==> src/rtl/mem_arbiter.sv <==
// Main-memory arbiter: I-cache and D-cache block fills plus D-cache write-through.
// Define MEM_ARB_RR_EN to alternate between data and instruction classes instead of fixed priority.
`timescale 1ns/1ps
module mem_arbiter #(
    parameter int MEM_LAT = 4
) (
    input  logic        clk,
    input  logic        rst,
    input  logic        i_req,
    input  logic [15:0] i_addr,
    input  logic        d_req,
    input  logic [15:0] d_addr,
    input  logic        d_wr_req,
    input  logic [15:0] d_wr_addr,
    input  logic [15:0] d_wr_data,
    output logic        i_grant,
    output logic        d_grant,
    output logic        fill_valid,
    output logic [2:0]  fill_word,
    output logic [15:0] fill_data,
    output logic        i_done,
    output logic        d_done,
    output logic        d_wr_ack,
    output logic [15:0] mem_addr,
    output logic [15:0] mem_data_in,
    output logic        mem_wr,
    output logic        mem_enable,
    input  logic [15:0] mem_data_out,
    input  logic        mem_data_valid,
    output logic        busy
);

    localparam int FILL_CYC = 8 + MEM_LAT;
    localparam int AGE_W    = $clog2(FILL_CYC + 1);
    localparam logic [AGE_W-1:0] FILL_CYC_W = AGE_W'(FILL_CYC);

    typedef enum logic [1:0] {
        IDLE   = 2'd0,
        IFILL  = 2'd1,
        DFILL  = 2'd2,
        DWRITE = 2'd3
    } state_t;

    state_t            state_q, state_d;
    logic [11:0]       base_q, base_d;
    logic [2:0]        iss_cnt_q, iss_cnt_d;
    logic              iss_done_q, iss_done_d;
    logic [2:0]        rcv_cnt_q, rcv_cnt_d;
    logic [AGE_W-1:0]  age_q, age_d;
    logic [15:0]       wr_addr_q, wr_addr_d;
    logic [15:0]       wr_data_q, wr_data_d;

    logic              mem_enable_q, mem_enable_d;
    logic              mem_wr_q, mem_wr_d;
    logic [15:0]       mem_addr_q, mem_addr_d;
    logic [15:0]       mem_data_in_q, mem_data_in_d;
    logic              i_grant_q, i_grant_d;
    logic              d_grant_q, d_grant_d;
    logic              d_wr_ack_q, d_wr_ack_d;
    logic              busy_q, busy_d;

    logic              grant_wr_s, grant_df_s, grant_if_s;
    logic              fill_valid_s, i_done_s, d_done_s;
    logic [2:0]        fill_word_s;
    logic [15:0]       fill_data_s;
    logic              unused_addr_bits_s;

    // Block offset bits never reach memory: fills always start at the block base.
    assign unused_addr_bits_s = ^{i_addr[3:0], d_addr[3:0]};

`ifdef MEM_ARB_RR_EN
    logic last_data_q, last_data_d;

    // Arbitration in IDLE: the class not served last wins a tie; write beats fill inside the data class.
    always_comb begin
        grant_wr_s  = 1'b0;
        grant_df_s  = 1'b0;
        grant_if_s  = 1'b0;
        last_data_d = last_data_q;
        if (state_q == IDLE) begin
            if ((d_wr_req || d_req) && (!i_req || !last_data_q)) begin
                if (d_wr_req) begin
                    grant_wr_s = 1'b1;
                end else begin
                    grant_df_s = 1'b1;
                end
                last_data_d = 1'b1;
            end else if (i_req) begin
                grant_if_s  = 1'b1;
                last_data_d = 1'b0;
            end else begin
                last_data_d = last_data_q;
            end
        end else begin
            last_data_d = last_data_q;
        end
    end

    // Last-served class flag; reset to instruction so data wins the first tie.
    always_ff @(posedge clk) begin
        if (rst) begin
            last_data_q <= 1'b0;
        end else begin
            last_data_q <= last_data_d;
        end
    end
`else
    // Arbitration in IDLE: fixed priority write > data fill > instruction fill.
    always_comb begin
        grant_wr_s = 1'b0;
        grant_df_s = 1'b0;
        grant_if_s = 1'b0;
        if (state_q == IDLE) begin
            if (d_wr_req) begin
                grant_wr_s = 1'b1;
            end else if (d_req) begin
                grant_df_s = 1'b1;
            end else if (i_req) begin
                grant_if_s = 1'b1;
            end else begin
                grant_wr_s = 1'b0;
            end
        end else begin
            grant_wr_s = 1'b0;
        end
    end
`endif

    // Transaction sequencing: next state, issue/receive counters and the return path.
    always_comb begin
        state_d      = state_q;
        base_d       = base_q;
        iss_cnt_d    = iss_cnt_q;
        iss_done_d   = iss_done_q;
        rcv_cnt_d    = rcv_cnt_q;
        age_d        = age_q;
        wr_addr_d    = wr_addr_q;
        wr_data_d    = wr_data_q;
        fill_valid_s = 1'b0;
        fill_word_s  = 3'd0;
        fill_data_s  = 16'h0000;
        i_done_s     = 1'b0;
        d_done_s     = 1'b0;
        case (state_q)
            IDLE: begin
                if (grant_wr_s) begin
                    state_d   = DWRITE;
                    wr_addr_d = d_wr_addr;
                    wr_data_d = d_wr_data;
                end else if (grant_df_s || grant_if_s) begin
                    state_d    = grant_df_s ? DFILL : IFILL;
                    base_d     = grant_df_s ? d_addr[15:4] : i_addr[15:4];
                    iss_cnt_d  = 3'd0;
                    iss_done_d = 1'b0;
                    rcv_cnt_d  = 3'd0;
                    age_d      = '0;
                end else begin
                    state_d = IDLE;
                end
            end
            IFILL, DFILL: begin
                if (!iss_done_q) begin
                    if (iss_cnt_q == 3'd7) begin
                        iss_done_d = 1'b1;
                    end else begin
                        iss_cnt_d = iss_cnt_q + 3'd1;
                    end
                end else begin
                    iss_cnt_d = iss_cnt_q;
                end
                if (age_q != FILL_CYC_W) begin
                    age_d = age_q + AGE_W'(1);
                end else begin
                    age_d = age_q;
                end
                // Returns are only meaningful inside this fill's own window.
                if (mem_data_valid && (age_q < FILL_CYC_W)) begin
                    fill_valid_s = 1'b1;
                    fill_word_s  = rcv_cnt_q;
                    fill_data_s  = mem_data_out;
                    rcv_cnt_d    = rcv_cnt_q + 3'd1;
                    if (rcv_cnt_q == 3'd7) begin
                        if (state_q == IFILL) begin
                            i_done_s = 1'b1;
                        end else begin
                            d_done_s = 1'b1;
                        end
                        state_d = IDLE;
                    end else begin
                        state_d = state_q;
                    end
                end else begin
                    rcv_cnt_d = rcv_cnt_q;
                end
            end
            DWRITE: begin
                state_d = IDLE;
            end
            default: begin
                state_d = IDLE;
            end
        endcase
    end

    // Memory-side and grant outputs are computed from the next state so they are registered.
    always_comb begin
        mem_enable_d  = 1'b0;
        mem_wr_d      = 1'b0;
        mem_addr_d    = 16'h0000;
        mem_data_in_d = 16'h0000;
        i_grant_d     = 1'b0;
        d_grant_d     = 1'b0;
        d_wr_ack_d    = 1'b0;
        busy_d        = (state_d != IDLE);
        case (state_d)
            IFILL, DFILL: begin
                mem_enable_d = !iss_done_d;
                mem_addr_d   = iss_done_d ? 16'h0000 : {base_d, iss_cnt_d, 1'b0};
                i_grant_d    = (state_d == IFILL);
                d_grant_d    = (state_d == DFILL);
            end
            DWRITE: begin
                mem_enable_d  = 1'b1;
                mem_wr_d      = 1'b1;
                mem_addr_d    = wr_addr_d;
                mem_data_in_d = wr_data_d;
                d_wr_ack_d    = 1'b1;
            end
            IDLE: begin
                mem_enable_d = 1'b0;
            end
            default: begin
                mem_enable_d = 1'b0;
            end
        endcase
    end

    // State, counters and registered outputs; reset clears everything on the next edge.
    always_ff @(posedge clk) begin
        if (rst) begin
            state_q       <= IDLE;
            base_q        <= 12'h000;
            iss_cnt_q     <= 3'd0;
            iss_done_q    <= 1'b0;
            rcv_cnt_q     <= 3'd0;
            age_q         <= '0;
            wr_addr_q     <= 16'h0000;
            wr_data_q     <= 16'h0000;
            mem_enable_q  <= 1'b0;
            mem_wr_q      <= 1'b0;
            mem_addr_q    <= 16'h0000;
            mem_data_in_q <= 16'h0000;
            i_grant_q     <= 1'b0;
            d_grant_q     <= 1'b0;
            d_wr_ack_q    <= 1'b0;
            busy_q        <= 1'b0;
        end else begin
            state_q       <= state_d;
            base_q        <= base_d;
            iss_cnt_q     <= iss_cnt_d;
            iss_done_q    <= iss_done_d;
            rcv_cnt_q     <= rcv_cnt_d;
            age_q         <= age_d;
            wr_addr_q     <= wr_addr_d;
            wr_data_q     <= wr_data_d;
            mem_enable_q  <= mem_enable_d;
            mem_wr_q      <= mem_wr_d;
            mem_addr_q    <= mem_addr_d;
            mem_data_in_q <= mem_data_in_d;
            i_grant_q     <= i_grant_d;
            d_grant_q     <= d_grant_d;
            d_wr_ack_q    <= d_wr_ack_d;
            busy_q        <= busy_d;
        end
    end

    assign mem_enable  = mem_enable_q;
    assign mem_wr      = mem_wr_q;
    assign mem_addr    = mem_addr_q;
    assign mem_data_in = mem_data_in_q;
    assign i_grant     = i_grant_q;
    assign d_grant     = d_grant_q;
    assign d_wr_ack    = d_wr_ack_q;
    assign busy        = busy_q;
    assign fill_valid  = fill_valid_s;
    assign fill_word   = fill_word_s;
    assign fill_data   = fill_data_s;
    assign i_done      = i_done_s;
    assign d_done      = d_done_s;

endmodule

==> config.mk <==
export PLATFORM = sky130hd
export DESIGN_NAME = mem_arbiter
export DESIGN_NICKNAME = d
export VERILOG_FILES = /design/src/rtl/mem_arbiter.sv
export SDC_FILE = /design/constraint.sdc
export NUM_CORES = 1
export LEC_CHECK = 0
export ABC_AREA = 1
export BUFFER_PORTS_ARGS = -buffer_cell sky130_fd_sc_hd__buf_2
export CAP_MARGIN = 20
export CORE_MARGIN = 2
export CORE_UTILIZATION = 30
export CTS_CLUSTER_DIAMETER = 60
export DETAILED_ROUTE_END_ITERATION = 16
export PLACE_DENSITY = 0.52
export SLEW_MARGIN = 0
export SYNTH_ARGS = -nofsm -noshare
export SYNTH_HDL_FRONTEND = slang
export SYNTH_SLANG_ARGS = --single-unit
==> constraint.sdc <==
create_clock -name clk -period 5.8 [get_ports clk]
set_clock_uncertainty 0.2 [all_clocks]
set_input_delay 1.16 -clock clk [delete_from_list [all_inputs] [get_ports clk]]
set_output_delay 1.16 -clock clk [all_outputs]
set_load 0.1 [all_outputs]
==> flow_summary.ini <==
[floorplanning]
num_io_pins = 146
dieArea_um2 = 13570
die_h_um = 116.5
fp.dieW_um = 116.5
num_rows = 41
coreArea_um2 = 12470
start_util_pct = 30.44

[sta]
period_needed_ps = 4234
setup_slack_ps = 1566
setup_violations = 0
worst_pin_slew_ps = 756.3
tns_ps = 0
fmax_mhz = 236.2
max_slew_margin_pct = 49.52
drv_slew = 0
rsz0062_at_grt = false
fin_crit_sh_pct = 73.00
hold_violations = 0

[run_status]
status = complete, no violations

[cts]
cts_tree = done
cts-resized-gates = 0
clock_latency_ps = 340
cts_inserted_buffers = 9
cts_hold_buf = 0
clk_path_buf_depth = 2
cts.sinks = 94
htree_levels = 3
cts_setup_buffers = 0
clkTransAtPathRegs_ps = 70
root_buffer = clkbuf_16

[setup_path]
critPathMaxStageDelay_ps = 500
crit_top_cell = inv_1
r2r_slack_ps = 2290
reg2reg_depth = 12
criticalPathCategory = flip-flop to output port
setup.worst_path.end = d_done
cp-end-kind = output port
cp_slowest_cell = ha_1
worstPathRequired_ps = 4440
rr_startpoint = state_q[0]
crit_start = state_q[0]
startpoint_type = flip-flop
r2r_end = mem_addr[5]
critPathBufInv = 3
cp.depth = 7
crit_arrival_ps = 2870
cp_max_fo = 24
cp_cell_sequence = inv_1, ha_1, inv_1, nor3_2, nand2_1, nor2_1, buf_2
crit_family = buffers and inverters

[detailed_routing]
drt-initial-drc-count = 113
post-route-drc-count = 0
final_antenna_net_count = 0
avgRoutedWirePerCell_um = 12.13
viasPerCell = 4.271
first_pass_iters = 4
vias = 3246
wirelength_um = 9220

[power_and_ir_drop]
peakVddDrop_mv = 0.1866
leakagePower_nw = 2.501
total_power_mw = 2.684
cellPowerDensity_nw_per_um2 = 546.8

[cells_and_area]
post-route-util_pct = 39.39
nFillCells = 1330
stdcell_area_um2 = 4910
nets = 682
area_delta_synth_final_pct = 29.38
drive_gt1_share_pct = 28.91
antennaDiodeCount = 0

[yosys]
synth_xor_area_share_pct = 0.2308
yosysTopAreaCell = dfxtp_1
synthCells = 455
synthSimpleGateAreaFrac_pct = 21.99
ys_seq_elements = 94
syn_nets = 554
syn_avg_cell_area_um2 = 8.340
synth_top_family_by_area = simple AND/OR/NAND/NOR gates
yosys-top-cells-area = dfxtp_1 (50%), nor2_1 (12%), mux2i_1 (8.4%), nand2_1 (4.5%), ha_1 (4.3%)
yosysWarnings = 0
synth_top_area_share_pct = 49.59
synth-compound-area-share_pct = 9.001
syn_area_um2 = 3795
synth_mux_area_share_pct = 8.440
synth_seq_area_share_pct = 49.59
yosys.cell_types.count = 32
synth_fa_ha_area_share_pct = 4.286

[global_route]
grt_pass1_wl_um = 14520
antenna_found_initial = 0
track_usage_pct = 13.85
first_global_vias = 3061
overflow = 0
grt_max_degree = 61

[place]
dp_hpwl_um = 6739
port_buffers = 137
pre_cts_ws_ps = 1775
dpl_cell_area_um2 = 4609
gp_congestion = 0.7220

[hold_path]
hold_class = flip-flop to flip-flop
whs_path_depth = 2

[job]
max_cap_viol_count = 0
cell usage in the layout (no fill, tap or decap), types with 2 or more instances in the layout:
cell / synthesis / final
nand2_1: 46 / 46
nand3_1: 11 / 11
mux2i_1: 32 / 32
buf_2: 9 / 137
o21bai_1: 16 / 16
nor2_1: 121 / 121
nand4_1: 3 / 3
nand2_2: 4 / 4
o21ai_2: 2 / 2
ha_1: 13 / 13
buf_4: 1 / 3
inv_2: 2 / 2
a21oi_1: 22 / 22
clkbuf_16: 0 / 9
o21ai_0: 15 / 15
dfxtp_1: 94 / 94
inv_6: 0 / 4
nor3b_1: 2 / 2
inv_1: 33 / 33
nor3_1: 5 / 4
sequential cells by signal (all words and copies together), names as in the netlist, 2 cells and up:
name and flops:
age_q 4, base_q 12, iss_cnt_q 3, mem_addr 16, mem_data_in 16, rcv_cnt_q 3, state_q 2, wr_addr_q 16
wr_data_q 16
final cells by class:
class | count | area (um2) | share of cell area, %
Clock inverter | 7 | 60.06 | 1.223
Multi-Input combinational cell | 302 | 1673 | 34.07
Tap cell | 172 | 215.2 | 4.383
Sequential cell | 94 | 1882 | 38.33
Inverter | 35 | 131.4 | 2.676
Clock buffer | 9 | 225.2 | 4.587
Timing Repair Buffer | 141 | 723.2 | 14.73
cell families after synthesis:
group                    count (synthesis)
buffers and inverters                   59
AO/OA/AOI/OAI                           58
multiplexers                            32
flip-flops                              94
adder cells (fa/ha/maj)                 13
XOR/XNOR                                 1
AND/OR/NAND/NOR                        198
worst min path at each step:
stage	startpoint	endpoint	slack, ps
floorplan	base_q[10]	base_q[10]	250
global placement	base_q[6]	base_q[6]	260
detailed placement	rcv_cnt_q[1]	rcv_cnt_q[1]	280
CTS	rcv_cnt_q[1]	rcv_cnt_q[1]	290
global route	base_q[6]	base_q[6]	310
finish	base_q[10]	base_q[10]	290
report_power, final:
group          total, mW  switching (mW)  internal [mW]  leakage (nW)
registers          0.810          0.0424          0.767         0.767
logic               1.32            1.04          0.279          1.59
clock network      0.558           0.259          0.300         0.143
total               2.68            1.34           1.35          2.50
cells in the mapped netlist:
cell and n:
nor2_1 121, dfxtp_1 94, nand2_1 46, inv_1 33, mux2i_1 32, a21oi_1 22, o21bai_1 16, o21ai_0 15
ha_1 13, clkbuf_1 11, nand3_1 11, buf_2 9, nor3_1 5, nand2_2 4, nand4_1 3, inv_2 2
nor3b_1 2, o21ai_2 2, a22oi_1 1, buf_1 1, buf_4 1, buf_6 1, clkbuf_2 1, nand2_4 1
nand3_4 1, nand4_4 1, nor2_2 1, nor4_1 1, o21ai_1 1, o22ai_1 1, or2_1 1, xor2_1 1
tightest hold or removal path, delay by kind of cell, from the launching register on:
| kind | cells | cell delay [ps] |
|---|---|---|
| AO/OA/AOI/OAI | 1 | 70 |
| flip-flops | 1 | 310 |
| AND/OR/NAND/NOR | 1 | 70 |
layer usage:
metal	wire [um]	vias up	global-route usage, %	share of wire, %
met5	0	-	0	0
met4	118	0	5.000	1.3
met3	603	11	3.788	6.5
met2	4038	90	22.56	44
met1	4459	1442	17.63	48
li1	-	1703	-	-
through the flow:
stage,instances,hold slack [ps]
after CTS,759,287.0
after detailed placement,743,275.9
after global placement,743,262.9
after floorplan,455,246.3
final,760,285.6
after global routing,760,306.4
Power figures use the tool's default switching activity.
